## src/rtl/seq_shifter.sv

```systemverilog
// Multi-cycle shifter: SRL/SRA/SLL (and ROR) by a run-time amount, up to STEP bits per clock,
// under a start/ready/done handshake. Define SEQ_SHIFTER_ROTATE_EN to enable rotate-right on mode 11.
module seq_shifter #(
  parameter  int WIDTH = 32,
  parameter  int STEP  = 1,
  localparam int SAW   = $clog2(WIDTH)
) (
  input  logic             clk,
  input  logic             rst_n,
  input  logic             start,
  input  logic [WIDTH-1:0] A,
  input  logic [SAW-1:0]   shamt,
  input  logic [1:0]       mode,
  output logic             ready,
  output logic             busy,
  output logic             done,
  output logic [WIDTH-1:0] out
);

  typedef enum logic [1:0] {IDLE, SHIFT, DONE} state_t;

  localparam logic [1:0] M_SRA = 2'b01;
  localparam logic [1:0] M_SLL = 2'b10;
`ifdef SEQ_SHIFTER_ROTATE_EN
  localparam logic [1:0] M_ROR = 2'b11;
`endif

  // One extra bit so STEP == WIDTH is representable.
  localparam int KW = SAW + 1;

  state_t           state_q, state_d;
  logic [WIDTH-1:0] work_q, work_d;
  logic [SAW-1:0]   rem_q, rem_d;
  logic [1:0]       mode_q, mode_d;
  logic             sign_q, sign_d;

  logic [KW-1:0]    k;
  logic [WIDTH-1:0] hi_mask;
  logic [WIDTH-1:0] shifted;

  always_comb begin
    // NOTE: every signal written here gets a default first, so no path leaves one unassigned and no latch is inferred.
    state_d = state_q;
    work_d  = work_q;
    rem_d   = rem_q;
    mode_d  = mode_q;
    sign_d  = sign_q;

    k       = ({1'b0, rem_q} < KW'(STEP)) ? {1'b0, rem_q} : KW'(STEP);
    hi_mask = ~({WIDTH{1'b1}} >> k);

    case (mode_q)
      M_SRA:   shifted = (work_q >> k) | (sign_q ? hi_mask : '0);
      M_SLL:   shifted = work_q << k;
`ifdef SEQ_SHIFTER_ROTATE_EN
      M_ROR:   shifted = (work_q >> k) | (work_q << (KW'(WIDTH) - k));
`endif
      default: shifted = work_q >> k;
    endcase

    case (state_q)
      IDLE: begin
        if (start) begin
          work_d  = A;
          rem_d   = shamt;
          mode_d  = mode;
          sign_d  = A[WIDTH-1];
          state_d = (shamt != '0) ? SHIFT : DONE;
        end
      end
      SHIFT: begin
        // k never exceeds rem, so the truncated slice is exact.
        work_d = shifted;
        rem_d  = rem_q - k[SAW-1:0];
        if (rem_d == '0) state_d = DONE;
      end
      DONE:    state_d = IDLE;
      default: state_d = IDLE;
    endcase
  end

  always_ff @(posedge clk or negedge rst_n) begin
    if (!rst_n) begin
      state_q <= IDLE;
      work_q  <= '0;
      rem_q   <= '0;
      mode_q  <= '0;
      sign_q  <= 1'b0;
    end else begin
      // NOTE: non-blocking so every register updates from the values held before the edge.
      state_q <= state_d;
      work_q  <= work_d;
      rem_q   <= rem_d;
      mode_q  <= mode_d;
      sign_q  <= sign_d;
    end
  end

  assign ready = (state_q == IDLE);
  assign busy  = (state_q != IDLE);
  assign done  = (state_q == DONE);
  assign out   = work_q;

endmodule

```

## config.mk

```make
export PLATFORM = sky130hd
export DESIGN_NAME = seq_shifter
export DESIGN_NICKNAME = d
export VERILOG_FILES = /design/src/rtl/seq_shifter.sv
export SDC_FILE = /design/constraint.sdc
export NUM_CORES = 1
export LEC_CHECK = 0
export ABC_AREA = 1
export BUFFER_PORTS_ARGS = -buffer_cell sky130_fd_sc_hd__clkbuf_2
export CAP_MARGIN = 10
export CORE_MARGIN = 3
export CORE_UTILIZATION = 25
export CTS_CLUSTER_SIZE = 16
export DETAILED_ROUTE_END_ITERATION = 10
export MAX_ROUTING_LAYER = met4
export SYNTH_ARGS = -nofsm -noshare
export SYNTH_HDL_FRONTEND = slang
export SYNTH_SLANG_ARGS = --single-unit
```

## constraint.sdc

```tcl
create_clock -name clk -period 3.65 [get_ports clk]
set_clock_uncertainty 0.05 [all_clocks]
set_input_delay 0.365 -clock clk [delete_from_list [all_inputs] [get_ports clk]]
set_output_delay 0.365 -clock clk [all_outputs]
set_load 0.01 [all_outputs]
```

## After elaboration in Yosys (flattened, before gate mapping)

Cells that the tools add are included.

- Register bits: 42
- Logic and storage cells: 37

- Add/subtract/negate cells: 1
- Magnitude comparators: 1
- Equal/unequal tests: 6
- Shifts and indexed selects: 3
- Mux-type cells: 11
- Bitwise gates (word level): 2
- Reductions and logical operators: 8

Operator list:

| cell | count |
|---|---|
| one-hot mux 32 bit (2 select lines) | 2 |
| 2-to-1 mux 32 bit | 2 |
| NOT 32 bit | 1 |
| OR 32 bit | 1 |
| left shift 32 x 5 -> 32 bit | 1 |
| right shift 32 x 5 -> 32 bit | 1 |
| right shift 32 x 5 -> 32 bit (first input constant) | 1 |
| 2-to-1 mux 5 bit | 2 |
| one-hot mux 5 bit (2 select lines) | 1 |
| 2-to-1 mux 2 bit | 3 |
| AND reduction 2 bit | 3 |
| zero test 5 bit | 1 |
| less-than comparator 5 x 1 -> 1 bit (second input constant) | 1 |
| nonzero test 5 bit | 1 |
| subtractor 5 bit | 1 |
| equality test 2 x 1 -> 1 bit (second input constant) | 2 |
| equality test 2 bit (second input constant) | 2 |
| inequality test 2 bit (second input constant) | 2 |
| one-hot mux 2 bit (2 select lines) | 1 |
| nonzero test 2 bit | 2 |
| zero test 2 bit | 1 |

## Logic depth before layout (Yosys ltp)

- Depth after elaboration: 8
- Mapped depth: 11
- Mapped depth without buffers: 11

## Worst setup path after synthesis

OpenSTA, ideal clock, no wires.

- Path kind: reg2reg
- Start point: reg mode_q[0]
- End point: reg work_q[28], in the netlist out[28]
- Setup time: 0.084 ns
- Arrival: 1.401 ns
- Required time: 3.516 ns
- Slack: 2.115 ns
- Stages on the path, launching flop included: 9
- Period minus slack after synthesis: 1.535 ns
- Cell sequence: dfrtp_1 -> inv_1 -> ha_1 -> nor2_1 -> clkbuf_1 -> nand2_1 -> nand2_1 -> nand2_1 -> a21boi_0

- Word-level cells in the longest chain between the ends: 3
- Elaborated cells between the ends (all ways): 4
- Those cells by class: eq/ne: 2; mux: 2

RTL lines:

| item | line | RTL |
|---|---|---|
| from (decl) | 34 | `logic [1:0] mode_q, mode_d;` |
| from (signal assigned) | 94 | `mode_q <= mode_d;` |
| equality test 2 bit or equality test 2 x 1 -> 1 bit (tied branches) | 52 | `case (mode_q)` |
| one-hot mux 32 bit (2 select lines) * | 52 |  |
| one-hot mux 32 bit (2 select lines) * | 61 | `case (state_q)` |
| to (signal assigned) | 92 | `work_q <= work_d;` |
| to (decl) | 32 | `logic [WIDTH-1:0] work_q, work_d;` |

Every way passes the cells marked *; elsewhere a longest branch is shown, timed or not.
A chain may end at the register's enable or synchronous reset.

## Final worst setup path

- Start point: reg rem_q[1]
- End point: reg work_q[18], in the netlist out[18]

- Word-level cells in the longest chain between the ends: 8
- Elaborated cells between the ends (all ways): 10
- Those cells by class: order compare: 1; shift: 3; mux: 4; bitwise: 2

RTL lines:

| item | line | RTL |
|---|---|---|
| from (decl) | 33 | `logic [SAW-1:0] rem_q, rem_d;` |
| from (signal assigned) | 93 | `rem_q <= rem_d;` |
| less-than comparator 5 x 1 -> 1 bit | 49 | `k = ({1'b0, rem_q} < KW'(STEP)) ? {1'b0, rem_q} : KW'(STEP);` |
| 2-to-1 mux 5 bit * | 49 |  |
| right shift 32 x 5 -> 32 bit | 50 | `hi_mask = ~({WIDTH{1'b1}} >> k);` |
| NOT 32 bit | 50 |  |
| 2-to-1 mux 32 bit | 53 | `M_SRA: shifted = (work_q >> k) \| (sign_q ? hi_mask : '0);` |
| OR 32 bit | 53 |  |
| one-hot mux 32 bit (2 select lines) * | 52 |  |
| one-hot mux 32 bit (2 select lines) * | 61 |  |

Marked as above.

==> results_dict.tcl <==
set metrics [dict create \
    cp_max_fo 46 \
    routed_wl_um 8589 \
    tns_ps 0 \
    reg2reg_from "rem_q[1]" \
    crit_arrival_ps 2510 \
    avgSynthCellArea_um2 6.186 \
    worstMarginPinSlew_ps 948.5 \
    stdcell_area_um2 3749 \
    drv_slew 0 \
    end_kind "flip-flop" \
    grt_pass1_wl_um 13980 \
    layout-drive-gt1-share 0.1933 \
    r2r_slack_ps 1300 \
    rsz0062_at_grt "no" \
    firstDrtPassIters 5 \
    drt_iter0_markers 168 \
    critPathLaunch "rem_q[1]" \
    clock-sinks 42 \
    clkPwrFrac 0.138 \
    layout_common_cells "nand2_1, clkbuf_2, nor2_1" \
    cts_resized 0 \
    hold_path_class "primary input to asynchronous set/reset pin" \
    final-instance-count-excl-fill 728 \
    yosysUniqueCellTypes 24 \
    die_y_um 117.2 \
    slew-limit-headroom 0.3670 \
    synth_nets 545 \
    finalSetupViolCount 0 \
    viasPerCell 4.328 \
    grt_max_degree 47 \
    coreArea_um2 11760 \
    start_kind "flip-flop" \
    r2r_end "out[18]" \
    drc_errors 0 \
    fmax_mhz 424.7 \
    cts_root_buf "clkbuf_16" \
    hold_viol_final 0 \
    power.density_nw_per_um2 997.0 \
    hpwl_um 6000 \
    cts_setup_buffers 0 \
    synth_top_area_share 0.3398 \
    area_delta_synth_final_pct 21.20 \
    p_leak_nw 2.101 \
    grt_use_total 0.1310 \
    outcome "completed" \
    seq_area_frac_synth 0.3398 \
    p_int_mw 1.878 \
    nFillCells 1317 \
    multi_input_area_um2 1707 \
    cts-hold-fix-buffers 0 \
    syn_area_um2 3093 \
    gp_congestion 0.7412 \
    start_util 0.2630 \
    total_power_mw 3.737 \
    clock_latency_ps 280 \
    io_buffer_count 76 \
    fin_crit_sh 0.6452 \
    p_sw_mw 1.859 \
    path_clk_slew_ps 70 \
    routed-via-count 3151 \
    ys_top_cells_by_area "dfrtp_1, nand2_1, nor2_1, a21boi_1, inv_1" \
    cts_tree "yes" \
    synth_top_area_cell "dfrtp_1" \
    p_comb_frac 0.617 \
    die_x_um 117.2 \
    pwr-share-seq 0.245 \
    reg2reg_depth 8 \
    nNetsFinal 608 \
    worstSetupPathType "flip-flop to flip-flop" \
    dieArea_um2 13740 \
    irDropWorstVdd_mv 0.3871 \
    ys_ff_latch 42 \
    ant_nets 0 \
    dp.cells 720 \
    grt_pass1_vias 2914 \
    grt-ovfl-total 0 \
    n_antenna_cell 0 \
    period_needed_ps 2355 \
    required_ps 3810 \
    numCtsBuffers 5 \
    dpl-instance-area_um2 3583 \
    clockBufferDepth 2 \
    cap_viol_max_count 0 \
    layout.cells.most_common "nand2_1" \
    area.sequential_um2 1051 \
    syn_inst 500 \
    io_pins 77 \
    wl_per_cell_um 11.80 \
    fin_util 0.3188 \
    yosysWarnings 0 \
    h-tree-depth 2 \
    antenna_found_initial 0 \
    placementRows 39 \
    sw_frac_of_total 0.4974 \
]
[area by class of cell]
| cell class | instances | share of cell area |
|---|---|---|
| repair buffers | 82 | 0.1135 |
| flip-flops and latches | 42 | 0.2804 |
| inverters | 52 | 0.05207 |
| clock buffers | 5 | 0.03338 |
| well taps | 164 | 0.05474 |
| clock inverters | 3 | 0.01068 |
| multi-input cells | 380 | 0.4553 |
[flip-flops by register name, summed over array words and instances, names as in the netlist]
signal   cells
sign_q       1
mode_q       2
state_q      2
rem_q        5
out         32
[worst max-delay path by stage]
| stage | to | slack (ps) | depth (start not counted) |
|---|---|---|---|
| 6_report | out[18] | 1300 | 8 |
| 5_1_grt | out[19] | 1080 | 8 |
| 4_1_cts | out[18] | 1280 | 8 |
| 3_5_place_dp | out[18] | 1290 | 8 |
| 3_3_place_gp | out[22] | 1360 | 8 |
| 2_1_floorplan | out[28] | 2120 | 8 |
[power by group through the flow]
stage	registers [mW]	clock network (mW)	logic, mW
final	0.915	0.517	2.30
after global routing	0.952	0.552	2.67
after CTS	0.920	0.530	2.34
after detailed placement	0.929	0	2.33
after global placement	0.915	0	2.29
after floorplan	0.967	0	1.69
[kinds of logic after synthesis]
family | share of synthesized area
buffers and inverters | 0.1092
DFF | 0.3398
and+or+nand+nor | 0.3811
adders and majority gates | 0.01214
AOI/OAI and AO/OA | 0.1578
[metrics by stage]
stage	worst slack (ps)	hold WS, ps
3_5_place_dp	1290	445.5
2_1_floorplan	2115	19.41
3_3_place_gp	1364	446.9
5_1_grt	1079	181.1
4_1_cts	1282	142.2
6_report	1295	118.8
[critical path: stages, from the launching register on]
cell and delay, ps:
dfrtp_1 430, nor2_4 180, nand3_2 690, buf_4 510, nand2_2 90, nand2_1 50
nand2_1 100, nand2_1 50, a21boi_1 130
[layer usage]
| metal | routed length (um) | global-route usage |
|---|---|---|
| met5 | 0 | - |
| met2 | 3975 | 0.2183 |
| met4 | 13 | 0.02064 |
| met3 | 347 | 0.02108 |
| met1 | 4253 | 0.1709 |
[cell usage after synthesis]
cell type	n
nor2_4	2
a22oi_1	2
o21ai_0	8
nor2_1	73
nand3_2	1
a21boi_1	30
o211ai_1	1
nor2_2	2
inv_2	2
dfrtp_1	42
a21boi_0	1
o21ai_1	1
o31ai_1	1
a21oi_1	36
buf_6	3
buf_4	1
nand2_1	202
nand2_2	11
buf_2	15
nand4_1	2
inv_1	50
ha_1	3
clkbuf_1	7
nand3_1	4
No activity file was read; power rests on OpenSTA's default activity.
